**config.mk**
```make
export PLATFORM = sky130hd
export DESIGN_NAME = instruction_fetch_unit_flat
export DESIGN_NICKNAME = d
export VERILOG_FILES = /design/src/rtl/fetch_pkg.sv /design/src/rtl/instruction_fetch_unit_if.sv /design/src/rtl/instruction_fetch_unit_program_counter.sv /design/src/rtl/instruction_fetch_unit.sv /design/src/flat_wrapper.sv
export SDC_FILE = /design/constraint.sdc
export NUM_CORES = 1
export LEC_CHECK = 0
export ABC_AREA = 1
export CAP_MARGIN = 20
export CORE_ASPECT_RATIO = 2
export CORE_MARGIN = 2
export CORE_UTILIZATION = 49
export DETAILED_ROUTE_END_ITERATION = 16
export PLACE_DENSITY = 0.89
export SKIP_CTS_REPAIR_TIMING = 1
export SYNTH_ARGS = -nofsm -noshare
export SYNTH_HDL_FRONTEND = slang
export SYNTH_SLANG_ARGS = --single-unit
```
**constraint.sdc**
```tcl
create_clock -name clk -period 2.1 [get_ports clk]
set_input_delay 0.42 -clock clk [delete_from_list [all_inputs] [get_ports clk]]
set_output_delay 0.42 -clock clk [all_outputs]
set_load 0.03 [all_outputs]
```
**src/rtl/fetch_pkg.sv**
```systemverilog
`default_nettype none
// ============================================================================
// Module      : fetch_pkg
// Description : Shared types and constants for the instruction fetch slice:
//               FSM state encoding, default widths, instruction field slices.
// Revision    : 1.0 - initial release
// ============================================================================
package fetch_pkg;

  // Default widths used by the fetch unit and its memory interface
  localparam int FETCH_ADDR_W  = 8;
  localparam int FETCH_INSTR_W = 12;

  // Instruction word field boundaries: opcode [11:8], operand/address [7:0]
  localparam int OPC_HI = 11;
  localparam int OPC_LO = 8;
  localparam int OPR_HI = 7;
  localparam int OPR_LO = 0;

  // Fetch sequencer states, 2-bit encoding
  typedef enum logic [1:0] {
    ST_IDLE    = 2'd0,
    ST_REQ     = 2'd1,
    ST_DELIVER = 2'd2,
    ST_FAULT   = 2'd3
  } fetch_state_e;

endpackage
`default_nettype wire

```
**src/rtl/instruction_fetch_unit_if.sv**
```systemverilog
`default_nettype none
// ============================================================================
// Module      : instruction_fetch_unit_if
// Description : Program-memory read handshake between the fetch unit
//               (master) and program memory (slave).
// Revision    : 1.0 - initial release
// ============================================================================
interface instruction_fetch_unit_if
  import fetch_pkg::*;
#(
  parameter int ADDR_W  = FETCH_ADDR_W,
  parameter int INSTR_W = FETCH_INSTR_W
);

  logic               mem_req;
  logic [ADDR_W-1:0]  mem_addr;
  logic               mem_ack;
  logic [INSTR_W-1:0] mem_rdata;

  modport master (
    output mem_req,
    output mem_addr,
    input  mem_ack,
    input  mem_rdata
  );

  modport slave (
    input  mem_req,
    input  mem_addr,
    output mem_ack,
    output mem_rdata
  );

endinterface
`default_nettype wire

```
**src/rtl/instruction_fetch_unit_program_counter.sv**
```systemverilog
`default_nettype none
// ============================================================================
// Module      : program_counter
// Description : Program counter with reset value, load (jump) and
//               wrap-around increment; holds otherwise. Load beats increment.
// Revision    : 1.0 - initial release
// ============================================================================
module program_counter #(
  parameter int                ADDR_W   = 8,
  parameter logic [ADDR_W-1:0] RESET_PC = '0
) (
  input  wire logic              clk,
  input  wire logic              reset_ir,
  input  wire logic              load,
  input  wire logic [ADDR_W-1:0] load_addr,
  input  wire logic              inc,
  output logic      [ADDR_W-1:0] pc
);

  logic [ADDR_W-1:0] pc_d;
  logic [ADDR_W-1:0] pc_q;

  // Next PC: jump target, sequential successor (natural wrap), or hold
  always_comb begin
    pc_d = pc_q;
    if (load) begin
      pc_d = load_addr;
    end else if (inc) begin
      pc_d = pc_q + ADDR_W'(1);
    end
  end

  // PC register with asynchronous reset
  always_ff @(posedge clk or posedge reset_ir) begin
    if (reset_ir) begin
      pc_q <= RESET_PC;
    end else begin
      pc_q <= pc_d;
    end
  end

  assign pc = pc_q;

endmodule
`default_nettype wire

```
**src/rtl/instruction_fetch_unit.sv**
```systemverilog
`default_nettype none
// ============================================================================
// Module      : instruction_fetch_unit
// Description : Fetch sequencer. Requests the word at the PC from program
//               memory, captures it on acknowledge, pulses REIR for one cycle
//               and advances the PC. A request that is never acknowledged
//               within TIMEOUT cycles parks the unit in a sticky fault.
// Revision    : 1.0 - initial release
// ============================================================================
module instruction_fetch_unit
  import fetch_pkg::*;
#(
  parameter int                ADDR_W   = FETCH_ADDR_W,
  parameter int                INSTR_W  = FETCH_INSTR_W,
  parameter logic [ADDR_W-1:0] RESET_PC = '0,
  parameter int                TIMEOUT  = 15
) (
  input  wire logic                clk,
  input  wire logic                reset_ir,
  input  wire logic                fetch_en,
  input  wire logic                jump_valid,
  input  wire logic [ADDR_W-1:0]   jump_addr,
  instruction_fetch_unit_if.master mem,
  output logic      [INSTR_W-1:0]  instruction,
  output logic                     REIR,
  output logic      [ADDR_W-1:0]   pc,
  output logic                     fetch_busy,
  output logic                     fetch_fault
);

  // Timeout counter is 8 bits wide, enough for TIMEOUT up to 255
  localparam int             CNT_W        = 8;
  localparam logic [CNT_W-1:0] TIMEOUT_LAST = CNT_W'(TIMEOUT - 1);

  fetch_state_e       state_d,     state_q;
  logic               mem_req_d,   mem_req_q;
  logic               reir_d,      reir_q;
  logic               fault_d,     fault_q;
  logic [INSTR_W-1:0] instr_d,     instr_q;
  logic [CNT_W-1:0]   cnt_d,       cnt_q;
  logic               pend_d,      pend_q;
  logic [ADDR_W-1:0]  pend_addr_d, pend_addr_q;

  logic               pc_load;
  logic [ADDR_W-1:0]  pc_load_addr;
  logic               pc_inc;

  program_counter #(
    .ADDR_W   (ADDR_W),
    .RESET_PC (RESET_PC)
  ) u_pc (
    .clk       (clk),
    .reset_ir  (reset_ir),
    .load      (pc_load),
    .load_addr (pc_load_addr),
    .inc       (pc_inc),
    .pc        (pc)
  );

  // Next-state logic; mem_req and REIR are computed one cycle ahead so that
  // they come straight from flops
  always_comb begin
    state_d      = state_q;
    mem_req_d    = 1'b0;
    reir_d       = 1'b0;
    fault_d      = fault_q;
    instr_d      = instr_q;
    cnt_d        = cnt_q;
    pend_d       = pend_q;
    pend_addr_d  = pend_addr_q;
    pc_load      = 1'b0;
    pc_load_addr = jump_addr;
    pc_inc       = 1'b0;

    // A jump that arrives while busy (or faulted) is parked; latest wins
    if ((state_q != ST_IDLE) && jump_valid) begin
      pend_d      = 1'b1;
      pend_addr_d = jump_addr;
    end

    case (state_q)
      ST_IDLE: begin
        if (jump_valid) begin
          // Live jump beats both fetch_en and any older parked jump
          pc_load      = 1'b1;
          pc_load_addr = jump_addr;
          pend_d       = 1'b0;
        end else if (pend_q) begin
          // Parked jump replaces the incremented PC; IDLE is held this cycle
          pc_load      = 1'b1;
          pc_load_addr = pend_addr_q;
          pend_d       = 1'b0;
        end else if (fetch_en) begin
          state_d   = ST_REQ;
          mem_req_d = 1'b1;
          cnt_d     = '0;
        end
      end
      ST_REQ: begin
        if (mem.mem_ack) begin
          // Ack has priority over a timeout in the same cycle
          instr_d = mem.mem_rdata;
          pc_inc  = 1'b1;
          reir_d  = 1'b1;
          state_d = ST_DELIVER;
        end else if (cnt_q == TIMEOUT_LAST) begin
          fault_d = 1'b1;
          state_d = ST_FAULT;
        end else begin
          cnt_d     = cnt_q + CNT_W'(1);
          mem_req_d = 1'b1;
        end
      end
      ST_DELIVER: begin
        state_d = ST_IDLE;
      end
      ST_FAULT: begin
        state_d = ST_FAULT;
      end
      default: begin
        state_d = ST_IDLE;
      end
    endcase
  end

  // Sequencer registers with asynchronous reset
  always_ff @(posedge clk or posedge reset_ir) begin
    if (reset_ir) begin
      state_q     <= ST_IDLE;
      mem_req_q   <= 1'b0;
      reir_q      <= 1'b0;
      fault_q     <= 1'b0;
      instr_q     <= '0;
      cnt_q       <= '0;
      pend_q      <= 1'b0;
      pend_addr_q <= '0;
    end else begin
      state_q     <= state_d;
      mem_req_q   <= mem_req_d;
      reir_q      <= reir_d;
      fault_q     <= fault_d;
      instr_q     <= instr_d;
      cnt_q       <= cnt_d;
      pend_q      <= pend_d;
      pend_addr_q <= pend_addr_d;
    end
  end

  assign mem.mem_req  = mem_req_q;
  assign mem.mem_addr = pc;
  assign instruction  = instr_q;
  assign REIR         = reir_q;
  assign fetch_fault  = fault_q;
  assign fetch_busy   = (state_q == ST_REQ) || (state_q == ST_DELIVER);

endmodule
`default_nettype wire

```
**src/flat_wrapper.sv**
```systemverilog
// flat-port wrapper written by rule: the top's interface ports become plain ports
module instruction_fetch_unit_flat import fetch_pkg::*;
#(
  parameter int                ADDR_W   = FETCH_ADDR_W,
  parameter int                INSTR_W  = FETCH_INSTR_W,
  parameter logic [ADDR_W-1:0] RESET_PC = '0,
  parameter int                TIMEOUT  = 15
)
  (clk, reset_ir, fetch_en, jump_valid, jump_addr, instruction, REIR, pc, fetch_busy, fetch_fault, mem_mem_req, mem_mem_addr, mem_mem_ack, mem_mem_rdata);
  instruction_fetch_unit_if #(.ADDR_W(ADDR_W), .INSTR_W(INSTR_W)) mem_i ();
  input  wire logic clk;
  input  wire logic reset_ir;
  input  wire logic fetch_en;
  input  wire logic jump_valid;
  input  wire logic [ADDR_W-1:0] jump_addr;
  output logic      [INSTR_W-1:0] instruction;
  output logic REIR;
  output logic      [ADDR_W-1:0] pc;
  output logic fetch_busy;
  output logic fetch_fault;
  output wire logic [$bits(mem_i.mem_req)-1:0] mem_mem_req;
  output wire logic [$bits(mem_i.mem_addr)-1:0] mem_mem_addr;
  input wire logic [$bits(mem_i.mem_ack)-1:0] mem_mem_ack;
  input wire logic [$bits(mem_i.mem_rdata)-1:0] mem_mem_rdata;
  assign mem_mem_req = mem_i.mem_req;
  assign mem_mem_addr = mem_i.mem_addr;
  assign mem_i.mem_ack = mem_mem_ack;
  assign mem_i.mem_rdata = mem_mem_rdata;
  instruction_fetch_unit #(.ADDR_W(ADDR_W), .INSTR_W(INSTR_W), .RESET_PC(RESET_PC), .TIMEOUT(TIMEOUT)) u_core (.clk(clk), .reset_ir(reset_ir), .fetch_en(fetch_en), .jump_valid(jump_valid), .jump_addr(jump_addr), .mem(mem_i), .instruction(instruction), .REIR(REIR), .pc(pc), .fetch_busy(fetch_busy), .fetch_fault(fetch_fault));
endmodule
```
Word-level counts from Yosys, hierarchy flattened
Cells that the tools add are included.
{"block": "op_classes", "addsub": 2, "n_eq_ne": 10, "n_mux": 32, "bitwise": 1, "n_reduce_logical": 10}
{"cell": "8-bit 2-to-1 mux", "count": 10}
{"cell": "8-bit by 1-bit adder with 8-bit output (second input constant)", "count": 2}
{"cell": "8-bit one-hot mux with 2 select lines", "count": 1}
{"cell": "1-bit 2-to-1 mux", "count": 14}
{"cell": "2-bit 2-to-1 mux", "count": 5}
{"cell": "2-bit != test (second input constant)", "count": 5}
{"cell": "8-bit by 4-bit equality test with 1-bit output (second input constant)", "count": 1}
{"cell": "2-bit one-hot mux with 4 select lines", "count": 1}
{"cell": "6-bit AND reduction", "count": 1}
{"cell": "2-bit nonzero test", "count": 3}
{"cell": "2-bit equality test (second input constant)", "count": 2}
{"cell": "4-bit AND reduction", "count": 1}
{"cell": "3-bit by 2-bit != test with 1-bit output (second input constant)", "count": 1}
{"cell": "3-bit AND reduction", "count": 1}
{"cell": "2-bit by 1-bit equality test with 1-bit output (second input constant)", "count": 1}
{"cell": "2-bit zero test", "count": 1}
{"cell": "1-bit one-hot mux with 2 select lines", "count": 1}
{"cell": "2-bit AND reduction", "count": 1}
{"cell": "1-bit logical AND", "count": 1}
{"cell": "1-bit logical OR", "count": 1}
{"cell": "1-bit inverter", "count": 1}
{"block": "totals", "ff_bits": 42, "in_bits": 25, "out_inout_bits": 32, "word_cells": 64}

Longest topological paths before layout
Gate-level depths: netlist (run 1).
{"block": "logic_depth", "ltp_word": 6, "mapped_depth": 10, "mapped_depth_nobuf": 9}

Cells and area by module
From an unflattened synthesis (run 1), not the netlist that was laid out.
{"block": "hier_totals", "cells_unflattened": 283, "area_unflattened_um2": 2215.9}
{"mod": "instruction_fetch_unit", "n_inst": 1, "cells_each": 219, "area_per_inst_um2": 1725.4, "seq_area_each_um2": 850.8}
{"mod": "program_counter", "n_inst": 1, "cells_each": 64, "area_per_inst_um2": 490.5, "seq_area_each_um2": 200.2}

Worst setup path after synthesis (run 1)
Ideal clock, no wire load.
{"block": "synth_path", "path_kind": "flip-flop to flip-flop", "start": "register u_core.state_q[0]", "end": "register u_core.cnt_q[4]", "setup_time_ps": 123, "arrival_ps": 1368, "required_time_ps": 1977, "slack_ps": 609, "stages_incl_launch_ff": 11, "n_path_buf": 2, "period_less_slack_ps": 1491, "path_cell_list": "dfrtp_1 -> inv_1 -> ha_1 -> buf_4 -> nand2_1 -> o21ai_0 -> nor2_2 -> nand2_4 -> buf_8 -> nand2_1 -> o21ai_2"}
{"block": "synth_via", "elab_chain_len": 3, "word_cells_on_any_way": 10, "cone_classes": "eq/ne: 6; mux: 1; reduce/logical: 3"}
{"element": "start, declared", "line_no": "instruction_fetch_unit.sv:35", "source": "fetch_state_e state_d, state_q;"}
{"element": "start signal, assigned", "line_no": "instruction_fetch_unit.sv:138", "source": "state_q <= state_d;"}
{"element": "2-bit by 1-bit equality test with 1-bit output or 2-bit zero test (tied branches)", "line_no": "instruction_fetch_unit.sv:81", "source": "case (state_q)"}
{"element": "2-bit != test (no source line) or 2-bit nonzero test (tied branches)"}
{"element": "6-bit AND reduction (no source line)"}
{"element": "end signal, assigned", "line_no": "instruction_fetch_unit.sv:143", "source": "cnt_q <= cnt_d;"}
{"element": "end, declared", "line_no": "instruction_fetch_unit.sv:40", "source": "logic [CNT_W-1:0] cnt_d, cnt_q;"}
Several ways; a longest one is shown, not always the timed one.
A chain may end at the register's enable or synchronous reset.

Final worst setup path (run 1)
{"block": "layout_path", "start": "register u_core.u_pc.pc_q[2] (netlist: u_core.u_pc.pc[2])", "end": "output port mem_mem_addr[2]"}
{"element": "start, declared", "line_no": "instruction_fetch_unit_program_counter.sv:21", "source": "logic [ADDR_W-1:0] pc_q;"}
{"element": "start signal, assigned", "line_no": "instruction_fetch_unit_program_counter.sv:38", "source": "pc_q <= pc_d;"}
{"element": "end, declared", "line_no": "flat_wrapper.sv:22", "source": "output wire logic [$bits(mem_i.mem_addr)-1:0] mem_mem_addr;"}
No word-level cell between the ends.

==> results of run 1 <==
-- final cells by class --
cell class / instances / share of cell area, %
Clock buffer: 6 / 2.85
Inverter: 26 / 3.46
Multi-Input combinational cell: 198 / 34.5
Sequential cell: 42 / 36.3
Tap cell: 55 / 2.38
Timing Repair Buffer: 60 / 20.5
-- metrics by stage --
stage | power, uW | cells
finish | 4360 | 387
global route | 4670 | 387
CTS | 4380 | 387
detailed placement | 3860 | 381
global placement | 3740 | 381
floorplan | 3100 | 281
-- cells by family after synthesis --
group / count (synthesis) / share of synthesized area, %
and+or+nand+nor: 147 / 27.4
DFF: 42 / 46.6
buffers and inverters: 41 / 9.15
AOI/OAI and AO/OA: 38 / 10.3
adders and majority gates: 6 / 3.33
muxes: 5 / 2.49
xor gates and xnor gates: 2 / 0.776
-- routing by layer --
metal  vias to the layer above  share of wire [%]
met2                        94                 54
li1                        983                  -
met1                       964                 36
met5                         -                  0
met4                         0                1.6
met3                         8                8.6
-- sequential cells by signal, summed over array words and instances (netlist names) --
signal              flops
u_core.mem.mem_req      1
u_core.cnt_q            8
u_core.REIR             1
u_core.instruction     12
u_core.u_pc.pc          8
u_core.pend_q           1
u_core.fetch_fault      1
u_core.pend_addr_q      8
u_core.state_q          2
-- where the power goes --
group	leakage (uW)	switching, uW	internal [uW]	total [uW]
Combinational	0.000841	1510	944	2450
Clock	0.0000431	256	253	509
Sequential	0.000523	265	1130	1390
Total	0.00141	2030	2330	4360
-- final timing paths --
path | startpoint | to | slack (ns) | cells past startpoint
hold reg to reg | u_core.instruction[11] | u_core.instruction[11] | 0.49 | 2
max in group asynchronous | reset_ir | u_core.u_pc.pc[5] | 1.19 | 3
hold / removal | u_core.instruction[11] | u_core.instruction[11] | 0.49 | 2
setup reg to reg | u_core.state_q[0] | u_core.pend_addr_q[5] | 0.28 | 5
min in group asynchronous | reset_ir | u_core.pend_addr_q[2] | 0.55 | 3
setup / recovery | u_core.u_pc.pc[2] | mem_mem_addr[2] | 0.18 | 1
-- cells in the final DEF, fill, tap and decap left out, types with 2 or more instances in the layout --
cell	synthesis	routed
a21oi_1	8	8
buf_4	9	4
clkbuf_8	0	6
clkdlybuf4s50_1	0	55
dfrtp_1	42	42
ha_1	6	6
inv_1	24	24
mux2_2	5	5
nand2_1	90	90
nand2_4	4	4
nand3_1	12	12
nand4_1	2	2
nor2_1	33	33
nor2_2	2	2
o21ai_0	15	15
o21ai_1	2	2
o21ai_2	5	5
o22ai_1	2	2
xnor2_1	2	2
==> metrics.json, run 1 <==
{
  "yosys_warnings": 0,
  "drt_wirelength_um": 5230,
  "seq_area_um2": 1050,
  "clock_skew_ns": 0.00768,
  "hold-worst-slack_ns": 0.490,
  "detailed_route_wire_length_per_cell_um": 13.5,
  "timing_hold_violations_final": 0,
  "cts-buffers-inserted": 5,
  "finalInstanceArea_um2": 2900,
  "top_cell_family_by_delay_on_the_critical_path": "buffers and inverters",
  "postSynth.topFlopCell": "dfrtp_1",
  "grt_util_met3_pct": 6.99,
  "synth_largest_type_area_fraction_pct": 46.6,
  "cts_root_buf": "clkbuf_8",
  "run_status": "finished clean",
  "yosysSeqAreaShare_pct": 46.6,
  "timing.max_cap.violations": 0,
  "worstHoldPathType": "flop to flop",
  "tightestPinTransition_ns": 0.515,
  "post_route_cells_drive_above_1_share_pct": 9.34,
  "layout.core_utilization_pct": 64.2,
  "count_of_flip_flops_with_a_built_in_enable_after_synthesis": 0,
  "die_height_um": 100,
  "place_area_um2": 2810,
  "floorplan.initialDensity_pct": 50.0,
  "final-setup-viol-count": 0,
  "p_per_area_nw_per_um2": 1500,
  "via_per_inst": 5.29,
  "setup_repair_after_global_routing_missed_its_margin": "false",
  "worstPathRequired_ns": 1.68,
  "syn_avg_cell_area_um2": 8.03,
  "worstPathBufferInverterCount": 1,
  "grt_max_degree": 43,
  "grt_pass1_vias": 2046,
  "asyncSetResetFlopFracSynth_pct": 100,
  "floorplan.io_pins": 57,
  "port_buffers": 56,
  "post_syn_area_um2": 2260,
  "placeableCoreArea_um2": 4510,
  "post_route_ant_nets": 0,
  "groute.usage.overall_pct": 22.7,
  "synth_nets": 312,
  "cts_buffer_depth": 2,
  "num_rows": 35,
  "worst_slew_margin_relative_to_its_limit_pct": 65.7,
  "clkLatencyLatePin_ns": 0.30,
  "ys_ff_latch": 42,
  "final_worst_path_setup_slack_ns": 0.180,
  "p_leak_uw": 0.00141,
  "die_w_um": 52.0,
  "top_usage_layer": "met2",
  "multi_input_area_um2": 1000,
  "antenna_found_initial": 0,
  "diodes": 0,
  "maxClockFrequency_mhz": 521,
  "grt_pass1_wl_um": 8960,
  "fin_tns_setup_ns": 0,
  "synth_top_cells_by_count": "nand2_1, dfrtp_1, nor2_1",
  "cts_tree": "done",
  "drt_pre_antenna_iters": 4,
  "critical_path.endpoint_type": "output port",
  "detailedRoute.firstIterationViolations": 66,
  "final_net_count": 364,
  "critPathArrivalTime_ns": 1.50,
  "crit_chain": "clkdlybuf4s50_1",
  "critical_path_peak_fanout": 7,
  "clkTransAtPathRegs_ns": 0.07,
  "fill_cells": 352,
  "gr-usage-met2_pct": 39.4,
  "place_ws_ns": 0.115,
  "synth_largest_area_cell": "dfrtp_1",
  "yosysMostFrequentCell": "nand2_1",
  "number_of_instances_in_the_synthesized_netlist": 281,
  "num_vias": 2049,
  "detailed_place_hpwl_um": 3920,
  "gp_routability_congestion": 0.903,
  "worstSetupPathType": "flop to output port",
  "timing.final.crit_period_ns": 1.92,
  "start_kind": "flop",
  "period_share_pct": 91.4,
  "met1_usage_pct": 24.9,
  "clock_sink_count": 42,
  "overflow": 0,
  "worst_path_largest_cell_delay_ns": 0.72,
  "areaGrowthSynthToFinish_pct": 28.3,
  "synthDistinctLibCells": 32,
  "cts-htree-levels": 2,
  "die_area_um2": 5200,
  "slowest_stage": "clkdlybuf4s50_1",
  "report.final.slew_viol_count": 0,
  "max_vdd_drop_mv": 0.972,
  "drcViolationCount": 0,
  "synth.area.top_cells": "dfrtp_1, nand2_1, nor2_1, inv_1, ha_1"
}
No activity file was read; power rests on OpenSTA's default activity.
==> run 2, diff against run 1 <==
CAP_MARGIN = 0   (was 20)
==> results of run 2 <==
No change in the layout: final DEF, timing and power equal those of run 1.
